===== src/rtl/game_pkg.sv =====
// Shared game constants: button bit positions, default conditioner timing,
// and the per-button repeat FSM state encoding.
package game_pkg;

  localparam int unsigned NUM_BTN   = 4;
  localparam int unsigned BTN_UP    = 0;
  localparam int unsigned BTN_DOWN  = 1;
  localparam int unsigned BTN_LEFT  = 2;
  localparam int unsigned BTN_RIGHT = 3;

  // 10 ms / 250 ms / 100 ms at the 25 MHz divided pixel clock
  localparam int unsigned DEF_DEBOUNCE_CYCLES = 250000;
  localparam int unsigned DEF_REPEAT_DELAY    = 6250000;
  localparam int unsigned DEF_REPEAT_PERIOD   = 2500000;

  typedef enum logic [1:0] {
    RPT_IDLE   = 2'd0,
    RPT_HOLD   = 2'd1,
    RPT_REPEAT = 2'd2
  } rpt_state_e;

endpackage


===== src/rtl/btn_channel.sv =====
// One button: 2-FF synchronizer, debounce, rising-edge detect and repeat FSM.
// Exposes next-cycle level/move so the top can register the cancelled moves.
module btn_channel
  import game_pkg::*;
#(
  parameter int unsigned DEBOUNCE_CYCLES = DEF_DEBOUNCE_CYCLES,
  parameter int unsigned REPEAT_DELAY    = DEF_REPEAT_DELAY,
  parameter int unsigned REPEAT_PERIOD   = DEF_REPEAT_PERIOD
) (
  input  logic clk,
  input  logic rst_n,
  input  logic btn,
  output logic level,
  output logic press,
  output logic level_nxt_c,
  output logic move_nxt_c
);

  localparam int unsigned DW   = $clog2(DEBOUNCE_CYCLES) + 1;
  localparam int unsigned RMAX = (REPEAT_DELAY > REPEAT_PERIOD) ? REPEAT_DELAY : REPEAT_PERIOD;
  localparam int unsigned RW   = $clog2(RMAX) + 1;

  localparam logic [DW-1:0] DEB_LAST = DW'(DEBOUNCE_CYCLES - 1);
  localparam logic [RW-1:0] DLY_LAST = RW'(REPEAT_DELAY - 1);
  localparam logic [RW-1:0] PER_LAST = RW'(REPEAT_PERIOD - 1);

  logic          s1, s2;
  logic [DW-1:0] dcnt, dcnt_n;
  logic          level_n;
  logic          press_n;
  rpt_state_e    state, state_n;
  logic [RW-1:0] rcnt, rcnt_n;

  // Synchronizer
  always_ff @(posedge clk or negedge rst_n) begin
    if (!rst_n) begin
      s1 <= 1'b0;
      s2 <= 1'b0;
    end else begin
      s1 <= btn;
      s2 <= s1;
    end
  end

  // Debounce: level toggles only after DEBOUNCE_CYCLES consecutive differing cycles
  always_comb begin
    level_n = level;
    dcnt_n  = '0;
    if (s2 != level) begin
      if (dcnt == DEB_LAST) level_n = ~level;
      else                  dcnt_n  = dcnt + DW'(1);
    end
  end

  assign press_n     = level_n & ~level;
  assign level_nxt_c = level_n;

  always_ff @(posedge clk or negedge rst_n) begin
    if (!rst_n) begin
      dcnt  <= '0;
      level <= 1'b0;
      press <= 1'b0;
    end else begin
      dcnt  <= dcnt_n;
      level <= level_n;
      press <= press_n;
    end
  end

  // Repeat FSM state register
  always_ff @(posedge clk or negedge rst_n) begin
    if (!rst_n) begin
      state <= RPT_IDLE;
      rcnt  <= '0;
    end else begin
      state <= state_n;
      rcnt  <= rcnt_n;
    end
  end

  // Next state from this cycle, then the move pulse that next cycle will carry
  always_comb begin
    state_n    = state;
    rcnt_n     = rcnt;
    move_nxt_c = 1'b0;
    case (state)
      RPT_IDLE: begin
        if (press) begin
          state_n = RPT_HOLD;
          rcnt_n  = '0;
        end
      end
      RPT_HOLD: begin
        if (!level) begin
          state_n = RPT_IDLE;
          rcnt_n  = '0;
        end else if (rcnt == DLY_LAST) begin
          state_n = RPT_REPEAT;
          rcnt_n  = '0;
        end else begin
          rcnt_n = rcnt + RW'(1);
        end
      end
      RPT_REPEAT: begin
        if (!level) begin
          state_n = RPT_IDLE;
          rcnt_n  = '0;
        end else if (rcnt == PER_LAST) begin
          rcnt_n = '0;
        end else begin
          rcnt_n = rcnt + RW'(1);
        end
      end
      default: begin
        state_n = RPT_IDLE;
        rcnt_n  = '0;
      end
    endcase

    case (state_n)
      RPT_IDLE:   move_nxt_c = press_n;
      RPT_HOLD:   move_nxt_c = level_n && (rcnt_n == DLY_LAST);
      RPT_REPEAT: move_nxt_c = level_n && (rcnt_n == PER_LAST);
      default:    move_nxt_c = 1'b0;
    endcase
  end

endmodule


===== src/rtl/btn_conditioner.sv =====
// Four-button input conditioner: debounced levels, press pulses and
// hold-to-repeat move pulses with opposing-direction cancel.
module btn_conditioner
  import game_pkg::*;
#(
  parameter int unsigned DEBOUNCE_CYCLES = DEF_DEBOUNCE_CYCLES,
  parameter int unsigned REPEAT_DELAY    = DEF_REPEAT_DELAY,
  parameter int unsigned REPEAT_PERIOD   = DEF_REPEAT_PERIOD
) (
  input  logic               clk,
  input  logic               rst_n,
  input  logic [NUM_BTN-1:0] btn_in,
  output logic [NUM_BTN-1:0] btn_level,
  output logic [NUM_BTN-1:0] btn_press,
  output logic [NUM_BTN-1:0] btn_move
);

  logic [NUM_BTN-1:0] level_nxt;
  logic [NUM_BTN-1:0] move_nxt;
  logic [NUM_BTN-1:0] cancel_nxt;

  for (genvar i = 0; i < NUM_BTN; i++) begin : g_ch
    btn_channel #(
      .DEBOUNCE_CYCLES(DEBOUNCE_CYCLES),
      .REPEAT_DELAY   (REPEAT_DELAY),
      .REPEAT_PERIOD  (REPEAT_PERIOD)
    ) u_ch (
      .clk        (clk),
      .rst_n      (rst_n),
      .btn        (btn_in[i]),
      .level      (btn_level[i]),
      .press      (btn_press[i]),
      .level_nxt_c(level_nxt[i]),
      .move_nxt_c (move_nxt[i])
    );
  end

  // Opposing pairs held together suppress both moves; FSMs keep running
  always_comb begin
    cancel_nxt = '0;
    if (level_nxt[BTN_UP] && level_nxt[BTN_DOWN]) begin
      cancel_nxt[BTN_UP]   = 1'b1;
      cancel_nxt[BTN_DOWN] = 1'b1;
    end
    if (level_nxt[BTN_LEFT] && level_nxt[BTN_RIGHT]) begin
      cancel_nxt[BTN_LEFT]  = 1'b1;
      cancel_nxt[BTN_RIGHT] = 1'b1;
    end
  end

  always_ff @(posedge clk or negedge rst_n) begin
    if (!rst_n) btn_move <= '0;
    else        btn_move <= move_nxt & ~cancel_nxt;
  end

endmodule


===== config.mk =====
export PLATFORM = sky130hd
export DESIGN_NAME = btn_conditioner
export DESIGN_NICKNAME = d
export VERILOG_FILES = /design/src/rtl/game_pkg.sv /design/src/rtl/btn_channel.sv /design/src/rtl/btn_conditioner.sv
export SDC_FILE = /design/constraint.sdc
export NUM_CORES = 1
export LEC_CHECK = 0
export BUFFER_PORTS_ARGS = -buffer_cell sky130_fd_sc_hd__buf_2
export CORE_ASPECT_RATIO = 2
export CORE_MARGIN = 1.5
export CORE_UTILIZATION = 45
export CTS_CLUSTER_SIZE = 25
export DETAILED_ROUTE_END_ITERATION = 10
export SYNTH_ARGS = -nofsm -noshare
export SYNTH_HDL_FRONTEND = slang
export SYNTH_HIERARCHICAL = 1
export SYNTH_SLANG_ARGS = --single-unit
export TNS_END_PERCENT = 30

===== constraint.sdc =====
create_clock -name clk -period 3.9 [get_ports clk]
set_input_delay 0.585 -clock clk [delete_from_list [all_inputs] [get_ports clk]]
set_output_delay 0.585 -clock clk [all_outputs]
set_load 0.01 [all_outputs]

==> results of run 1 <==
-- cell usage in the layout (no fill, tap or decap), types with 10 or more instances in the layout --
cell type	instances
dfrtp_1	200
nand2_1	150
nor2_1	131
o21ai_0	97
nand3_1	81
nand4_1	55
xor2_1	52
a21oi_1	49
and3_1	41
buf_4	41
inv_1	38
xnor2_1	32
o31ai_1	27
nor3_1	24
nor4b_1	20
ha_1	20
and4_1	19
nor4_1	19
clkbuf_16	17
or3_1	17
nand2b_1	17
buf_2	16
nor2b_1	14
or2_2	13
and2_1	12
a21o_1	12
a31oi_1	11
nor3b_1	10
-- cell families after synthesis --
group,count (synthesis),share of synthesized area
compound gates,304,0.1609
xor+xnor,84,0.05781
fa+ha+maj,20,0.01966
buf+inv,142,0.05348
flops,200,0.3932
mux,13,0.01062
simple gates,695,0.3043
-- cells in the mapped netlist, drive strengths merged (5+ instances only) --
library cell  count  area (um^2)
or4               5        45.04
or2              13        81.33
nor2            133        504.2
o31ai            27        202.7
dfrtp           200         5005
buf              44        296.5
nor4b            22        222.7
o21ai           105        536.8
nand4b            5        43.79
xnor2            32        280.3
a22o              8        70.07
a31oi            11        68.82
nor4             23        168.9
o21a              5        52.55
o21bai            5        52.55
and3b             9        78.83
xor2             52        455.4
and4b             5        50.05
o211ai            5        42.54
or3              18        117.6
a21oi            49        245.2
inv              38        142.6
nor3b            10        75.07
nand3b            6        45.04
nand3            82        415.4
nor4bb            5        50.05
mux2i             9        90.09
nand4            58        381.6
nand2           150        563.0
ha               20        250.2
and3             44        279.0
o22ai             8        50.05
nor3             31        175.2
nand2b           17        106.4
a22oi             9        67.56
a211oi            5        37.54
and2             15        93.84
clkbuf           60        241.5
and4             24        220.2
nor2b            14        87.58
a21o             15        116.4
-- critical path, cell delays in order (launching register included) --
cell and delay, ns:
dfrtp_1 0.41, ha_1 0.24, and3_1 0.22, nand3_1 0.17, or2_2 0.17, nor3b_1 0.05
o21ai_0 0.25, inv_1 0.13, ha_1 0.23, a2111oi_2 0.20, o221ai_1 0.25, nor4_2 0.21
nand4_1 0.13, o41a_1 0.40, o41ai_2 0.33, a21boi_1 0.19
-- stage by stage --
stage               area, um^2  utilization  cells
detailed placement       13090       0.4733   1766
floorplan                12730            -   1458
global placement         13090       0.4733   1766
finish                   13710       0.4959   1798
CTS                      13710       0.4959   1798
global route             13710       0.4959   1798
-- metal layers --
metal  wire [um]  GRT usage  part of all wire  vias to the layer above
met4        2162     0.1515             0.062                        0
met2       18930     0.4585              0.54                      324
met5           0          0                 0                        -
met3        1105    0.03781             0.032                      132
met1       12850     0.2654              0.37                     5439
li1            -          -                 -                     5239
-- area by class of cell --
type | count | area [um^2]
clock buffer | 19 | 432.9
timing repair buffer | 60 | 442.9
sequential | 200 | 5005
inverter | 38 | 142.6
multi-input combinational | 1116 | 7057
tap | 352 | 440.4
fill | 2607 | 13940
clock inverter | 13 | 192.7
-- sequential cells by signal, indices dropped and copies added, names as in the netlist --
signal,cells
g_ch.u_ch/rcnt,96
g_ch.u_ch/dcnt,76
g_ch.u_ch/state,8
btn_move,4
g_ch.u_ch/level,4
g_ch.u_ch/press,4
g_ch.u_ch/s1,4
g_ch.u_ch/s2,4
-- worst paths after layout --
kind / start / endpoint
max: g_ch[0].u_ch/rcnt[0] / btn_move[0]
min: rst_n / g_ch[0].u_ch/rcnt[13]
max reg2reg: g_ch[0].u_ch/rcnt[0] / btn_move[0]
min reg2reg: g_ch[2].u_ch/s1 / g_ch[2].u_ch/s2
max in group asynchronous: rst_n / g_ch[3].u_ch/dcnt[1]
min in group clk: btn_in[0] / g_ch[0].u_ch/s1
-- power by group through the flow --
stage | registers, W | logic [W] | clock network (W)
final | 0.00210 | 0.0000791 | 0.00192
after detailed placement | 0.00214 | 0.0000844 | 0
after global placement | 0.00214 | 0.0000831 | 0
after floorplan | 0.00213 | 0.0000273 | 0
after global routing | 0.00210 | 0.0000956 | 0.00207
after CTS | 0.00210 | 0.0000846 | 0.00199
==> results.toml, run 1 <==
[outcome]
status = "finished, final reports clean"

[detailed_routing]
vias = 11130
drc_errors = 0
ant_nets = 0
drt_iter0_drc = 807
post_drt_wl_per_cell_um = 19.49
wl_um = 35050
viasPerCell = 6.192
drtPass1Iterations = 7

[power]
clkPwrFrac = 0.469
switching_power_w = 0.0009081
ir_drop_mv = 0.3057
p_leak_nw = 5.777
p_per_area_mw_per_mm2 = 298.7
internal-power_w = 0.003188
seq_power_share = 0.512
switching_share = 0.2217
total_power_w = 0.004096
p_comb_frac = 0.019

[setup_path]
worstRegToRegCells = 15
r2r_setup_slack_ns = 0.26
cp.arrival_ns = 4.02
path_max_fanout = 6
required_ns = 4.29
startpoint_type = "flip-flop"
cp-end-kind = "flip-flop"
crit_type = "reg2reg"

[placed_design]
place.gp.congestion = 0.9817
hpwl_um = 26030
portBuffers = 17
pre_cts_ws_ns = 0.3250

[timing]
grt_setup_unrepaired = "false"
fin_crit_ns = 3.638
worst_slew_pin_slew_ns = 0.8691
setup_viol_count_final = 0
hold_slack_ns = 0.1318
slew_headroom = 0.4206
fin_skew_ns = 0.01031
fin_crit_sh = 0.9328
max_freq_ghz = 0.2749
layout_setup_ws_ns = 0.2621
final_max_slew_viol_count = 0
finalSetupTns_ns = 0
finalHoldViolCount = 0

[worst_hold_path]
min_path_type = "in2async"

[layout]
layout-drive-gt1-share = 0.1107
final_nets = 1459
areaGrowthSynthToFinish_pct = 7.747
diodes = 0

[synthesis]
synth_ff_type = "dfrtp_1"
synth_seq_area_share = 0.3932
ys_async_sr_fraction = 1.000
synth_warnings = 6
syn_inst = 1458
avgSynthCellArea_um2 = 8.729
ys_ff_latch = 200
syn-cell-area_mm2 = 0.01273
synth_edf_count = 0
ys_types = 93
synth_fp_nets = 1484

[clock_network]
cts_root_buffer = "clkbuf_16"
hold_buffers = 0
cts_inserted_buffers = 17
cts_tree = "built"
postCtsSetupBuffers = 0
clock-sinks = 200
cts_htree_levels = 4
path_clk_slew_ns = 0.07
clockBufferDepth = 2
cts_resized = 0
worstSkewPairLatency_ns = 0.46

[global_route]
grt.overflow.total = 0
gr-usage-all-layers = 0.2504
grt_pass1_wl_um = 57130
grt_pass1_vias = 10990
antenna_found_initial = 0
grt_max_degree = 110

[die]
dieArea_mm2 = 0.02936
die_h_um = 240.8
row_count = 86
initial_utilization = 0.4602
core_area_mm2 = 0.02765
ioPinCount = 18
fp.dieW_um = 121.9

[job]
max-cap-violations = 0
(Power assumes the default switching activity.)
==> run 2, diff against run 1 <==
--- a/config.mk
+++ b/config.mk
@@ -8,9 +8,10 @@
 export BUFFER_PORTS_ARGS = -buffer_cell sky130_fd_sc_hd__buf_2
 export CORE_ASPECT_RATIO = 2
 export CORE_MARGIN = 1.5
-export CORE_UTILIZATION = 45
+export CORE_UTILIZATION = 55
 export CTS_CLUSTER_SIZE = 25
 export DETAILED_ROUTE_END_ITERATION = 10
+export PLACE_DENSITY = 0.7
 export SYNTH_ARGS = -nofsm -noshare
 export SYNTH_HDL_FRONTEND = slang
 export SYNTH_HIERARCHICAL = 1
==> run 2 against run 1 <==
Design area is 0.65% lower. Critical path type unchanged. Clock skew is 0.0012 ns lower. Wire length is 2.1% lower. Register-to-register slack better by 0.05 ns. Critical path depth stayed put. Die area is 18% lower. Count of clock-buffer cells in the layout stayed put. First-iteration DRC count is 20% lower. Power is 1.1% higher. Utilization is 10 points higher. Sequential share of layout area is 0.24 points higher. Cell count is 4.2% lower.
==> results.toml, run 2 (synthesis gave the netlist of run 1 again) <==
[die]
core_area_mm2 = 0.02274
initial_utilization = 0.5597
ioPinCount = 18
die_h_um = 218.1
dieArea_mm2 = 0.02412
row_count = 78
fp.dieW_um = 110.6

[detailed_routing]
post_drt_wl_per_cell_um = 19.91
viasPerCell = 6.390
wl_um = 34300
ant_nets = 0
drc_errors = 0
drt_iter0_drc = 647
vias = 11010
drtPass1Iterations = 5

[timing]
grt_setup_unrepaired = "false"
fin_crit_sh = 0.9212
finalSetupTns_ns = 0
setup_viol_count_final = 0
fin_skew_ns = 0.009126
max_freq_ghz = 0.2784
finalHoldViolCount = 0
slew_headroom = 0.3844
layout_setup_ws_ns = 0.3074
final_max_slew_viol_count = 0
worst_slew_pin_slew_ns = 0.9233
fin_crit_ns = 3.593

[global_route]
grt_pass1_wl_um = 56190
gr-usage-met1 = 0.2971
grt.overflow.total = 0
use_met3 = 0.04493
antenna_found_initial = 0
grt_max_degree = 107
top_usage_layer = "met2"
grt_pass1_vias = 11190
gr-usage-all-layers = 0.2901
use_met2 = 0.5354

[setup_path]
max_stage_delay_ns = 0.43
path_max_fanout = 6
cp.arrival_ns = 3.98
startpoint_type = "flip-flop"
r2r-start = "g_ch[0].u_ch/rcnt[0]"
critPathMostFrequentCell = "ha_1"
required_ns = 4.29
worstRegToRegCells = 15
path_buf_inv = 1
crit_family = "compound AO/OA/AOI/OAI gates"
r2r_setup_slack_ns = 0.31
cp-end-kind = "flip-flop"
reg2reg_to = "btn_move[0]"
crit_type = "reg2reg"
crit_chain = "ha_1 -> and3_1 -> nand3_1 -> or2_2 -> nor3b_1 -> o21ai_0 -> inv_1 -> ha_1 -> a2111oi_2 -> o221ai_1 -> nor4_2 -> nand4_1 -> o41a_1 -> o41ai_2 -> a21boi_1"
cp_slowest_cell = "dfrtp_1"

[clock_network]
postCtsSetupBuffers = 0
clockBufferDepth = 2
worstSkewPairLatency_ns = 0.46
cts_inserted_buffers = 17
cts_root_buffer = "clkbuf_16"
hold_buffers = 0
clock-sinks = 200
cts_htree_levels = 4
cts_tree = "built"
cts_resized = 0
path_clk_slew_ns = 0.07

[layout]
largest_reg_flops = 96
diodes = 0
final_nets = 1458
top_register = "g_ch.u_ch/rcnt"
areaGrowthSynthToFinish_pct = 7.049
layout-drive-gt1-share = 0.1102
final_common_cell = "dfrtp_1"
finish.utilization = 0.5992
final_area_mm2 = 0.01362
top_regs = "g_ch.u_ch/rcnt (96), g_ch.u_ch/dcnt (76), g_ch.u_ch/state (8)"
final_cell_mix = "dfrtp_1, nand2_1, nor2_1"

[power]
seq_power_share = 0.506
switching_power_w = 0.0008696
switching_share = 0.2099
p_per_area_mw_per_mm2 = 304.1
p_leak_nw = 5.770
clkPwrFrac = 0.475
internal-power_w = 0.003273
p_comb_frac = 0.019
ir_drop_mv = 0.2733

[placed_design]
pre_cts_ws_ns = 0.3517
portBuffers = 17
place.gp.congestion = 0.9757
dpl_cell_area_mm2 = 0.01298
hpwl_um = 25350

[job]
max-cap-violations = 0

[outcome]
status = "finished, final reports clean"

[worst_hold_path]
min_path_type = "in2async"
run 2: cell count changes in the layout (fill, tap and decap cells not counted), sizes merged:
cell	previous run	this run
clkinv	4	2
clkinvlp	1	2
clkbuf	19	20
buf	60	58
inv	42	40
bufinv	4	5
run 2: worst max path at each step:
stage                              start  slack [ns]          end  depth (start not counted)
finish              g_ch[0].u_ch/rcnt[0]        0.31  btn_move[0]                         15
detailed placement  g_ch[0].u_ch/rcnt[0]        0.35  btn_move[0]                         15
global route        g_ch[0].u_ch/rcnt[0]        0.05  btn_move[0]                         15
CTS                 g_ch[0].u_ch/rcnt[0]        0.31  btn_move[0]                         15
floorplan           g_ch[0].u_ch/rcnt[0]        0.69  btn_move[0]                         15
global placement    g_ch[0].u_ch/rcnt[0]        0.50  btn_move[0]                         14
run 2: layout make-up:
cell class                 count  area, um^2
clock inverter                11       195.2
sequential                   200        5005
inverter                      38       142.6
timing repair buffer          59       421.7
fill                        2061        9115
multi-input combinational   1116        7057
tap                          280       350.3
clock buffer                  19       452.9
run 2: per-stage QoR:
step           hold WS [ns]  std cells  power (W)
2_1_floorplan        0.2894       1458   0.002162
3_3_place_gp         0.3330       1693   0.002218
3_5_place_dp         0.3365       1693   0.002221
4_1_cts              0.2232       1723   0.004184
5_1_grt              0.2206       1723   0.004265
6_report             0.1775       1723   0.004143
run 2: per-layer routing:
metal  vias up  wire length [um]
met5         -                 0
met4         0              2289
met3       139              1215
met2       313             18180
met1      5326             12610
li1       5232                 -
run 2: power groups by stage:
stage | sequential, W | clock [W] | combinational [W]
global placement | 0.00214 | 0 | 0.0000825
finish | 0.00210 | 0.00197 | 0.0000799
CTS | 0.00210 | 0.00200 | 0.0000846
floorplan | 0.00213 | 0 | 0.0000273
global route | 0.00210 | 0.00207 | 0.0000950
detailed placement | 0.00214 | 0 | 0.0000844
==> run 3, diff against run 2 <==
--- a/config.mk
+++ b/config.mk
@@ -11,6 +11,7 @@
 export CORE_UTILIZATION = 55
 export CTS_CLUSTER_SIZE = 25
 export DETAILED_ROUTE_END_ITERATION = 10
+export GPL_TIMING_DRIVEN = 0
 export PLACE_DENSITY = 0.7
 export SYNTH_ARGS = -nofsm -noshare
 export SYNTH_HDL_FRONTEND = slang
==> run 3 against run 2 <==
The run now ends with negative setup slack left. Wire length is 3.7% higher. Sequential share of layout area fell by 0.45 points. Largest power group unchanged. First-iteration DRC count grew 16%. Maximum frequency down 8.5%. Via count up 3.3%.
==> results.toml, run 3 (synthesis gave the netlist of run 1 again) <==
[layout]
register_area_mm2 = 0.005005
areaGrowthSynthToFinish_pct = 8.366
final_nets = 1521
largest_reg_flops = 96
multi_input_area_mm2 = 0.007063
top_regs = "g_ch.u_ch/rcnt (96), g_ch.u_ch/dcnt (76), g_ch.u_ch/state (8)"
final_cell_mix = "dfrtp_1, nand2_1, nor2_1"
layout-drive-gt1-share = 0.1101
n_fill_cell = 2063
final_common_cell = "dfrtp_1"
diodes = 0
top_register = "g_ch.u_ch/rcnt"
final_area_mm2 = 0.01379

[die]
dieArea_mm2 = 0.02412
row_count = 78
initial_utilization = 0.5597
core_area_mm2 = 0.02274
fp.dieW_um = 110.6
ioPinCount = 18
die_h_um = 218.1

[outcome]
violations = "negative setup slack"
status = "finished, violations left"

[setup_path]
cp-end-kind = "flip-flop"
cp.arrival_ns = 4.26
crit_type = "reg2reg"
path_max_fanout = 10
startpoint_type = "flip-flop"
required_ns = 4.24
path_buf_inv = 2
max_stage_delay_ns = 0.40
crit_family = "simple AND/OR/NAND/NOR gates"
crit_chain = "clkbuf_1 -> and4b_2 -> nand2b_1 -> nor4b_1 -> nand4_1 -> nor3b_1 -> o21ai_0 -> ha_1 -> inv_1 -> a2111oi_0 -> nand4_1 -> nor3b_1 -> a41o_1 -> a21boi_2"
cp_slowest_cell = "and4b_2"

[clock_network]
path_clk_slew_ns = 0.07
cts_htree_levels = 4
cts_root_buffer = "clkbuf_16"
worstSkewPairLatency_ns = 0.46
cts_inserted_buffers = 17
cts_tree = "built"
postCtsSetupBuffers = 0
clockBufferDepth = 2
clock-sinks = 200

[timing]
grt_setup_unrepaired = "true"
fin_crit_ns = 3.925
fin_crit_sh = 1.006
slew_headroom = 0.3725
hold_slack_ns = 0.1021
max_freq_ghz = 0.2548
layout_setup_ws_ns = -0.02468
worst_slew_pin_slew_ns = 0.9327
finalSetupTns_ns = -0.02468
setup_viol_count_final = 1
final_max_slew_viol_count = 0
fin_skew_ns = 0.01058
finalHoldViolCount = 0

[power]
p_per_area_mw_per_mm2 = 284.1
ir_drop_mv = 0.2377
p_leak_nw = 5.837
total_power_w = 0.003918

[detailed_routing]
drtPass1Iterations = 5
drt_iter0_drc = 753
vias = 11380
viasPerCell = 6.363
wl_um = 35580
drc_errors = 0
post_drt_wl_per_cell_um = 19.90
ant_nets = 0

[global_route]
antenna_found_initial = 0
top_usage_layer = "met2"
gr-usage-met1 = 0.3007
grt_max_degree = 117
grt.overflow.total = 0
use_met3 = 0.04409
grt_pass1_vias = 11390
gr-usage-all-layers = 0.2982
use_met2 = 0.5665
grt_pass1_wl_um = 57480

[placed_design]
place.gp.congestion = 1.007
hpwl_um = 26090
portBuffers = 17
dpl_cell_area_mm2 = 0.01320

[job]
max-cap-violations = 0

[worst_hold_path]
min_path_type = "in2async"
## run 3: cell types whose count changed in the layout (fill, tap and decap cells not counted), sizes merged
cell / before / now
inv: 40 / 42
bufinv: 5 / 1
clkbuf: 20 / 77
buf: 58 / 62
clkinv: 2 / 6
clkinvlp: 2 / 4
## run 3: final timing paths
path                       slack (ns)  cells after the start                    end            startpoint
min reg2reg                      0.35                      0        g_ch[3].u_ch/s2       g_ch[3].u_ch/s1
max in group asynchronous        2.78                      2  g_ch[1].u_ch/rcnt[21]                 rst_n
max reg2reg                     -0.02                     14            btn_move[2]  g_ch[2].u_ch/rcnt[2]
min                              0.10                      1  g_ch[0].u_ch/rcnt[13]                 rst_n
max                             -0.02                     14            btn_move[2]  g_ch[2].u_ch/rcnt[2]
min in group clk                 0.24                      1        g_ch[3].u_ch/s1             btn_in[3]
## run 3: routing by layer
layer / routed length (um) / vias to the layer above
met5: 0 / -
met2: 18980 / 363
met3: 1229 / 152
met4: 2363 / 0
li1: - / 5365
met1: 13000 / 5497
## run 3: layout make-up
| cell class | count | area share |
|---|---|---|
| clock buffer | 17 | 0.03084 |
| tap | 280 | 0.02540 |
| multi-input combinational | 1116 | 0.5121 |
| clock inverter | 15 | 0.01052 |
| inverter | 38 | 0.01034 |
| buffer | 104 | 0.03901 |
| sequential | 200 | 0.3629 |
| timing repair buffer | 18 | 0.008891 |
## run 3: repair_timing
action / 4_1_cts / 5_1_grt
gates resized for setup: 1 / 5
setup endpoints to repair: 1 / 3
hold buffers: 0 / 0
pin swaps: 0 / 2
## run 3: power by group
part	leakage (nW)	switching (W)	internal [W]
registers	2.77	0.00000935	0.00209
clock network	0.270	0.000848	0.000893
logic	2.80	0.0000631	0.0000180
## run 3: worst register-to-register path: cells and delay by family (launching register included)
kind,cells,cell delay [ns]
DFF,1,0.35
buffers and inverters,2,0.34
AOI/OAI and AO/OA,4,1.06
adders and majority gates,1,0.32
and+or+nand+nor,7,1.75
## run 3: through the flow
stage,std cells,utilization,setup WS (ns)
finish,1788,0.6065,-0.02468
CTS,1788,0.6058,0.007131
global placement,1755,0.5788,-1.126
floorplan,1458,-,0.6936
global route,1788,0.6065,-0.1645
detailed placement,1756,0.5805,-0.1384
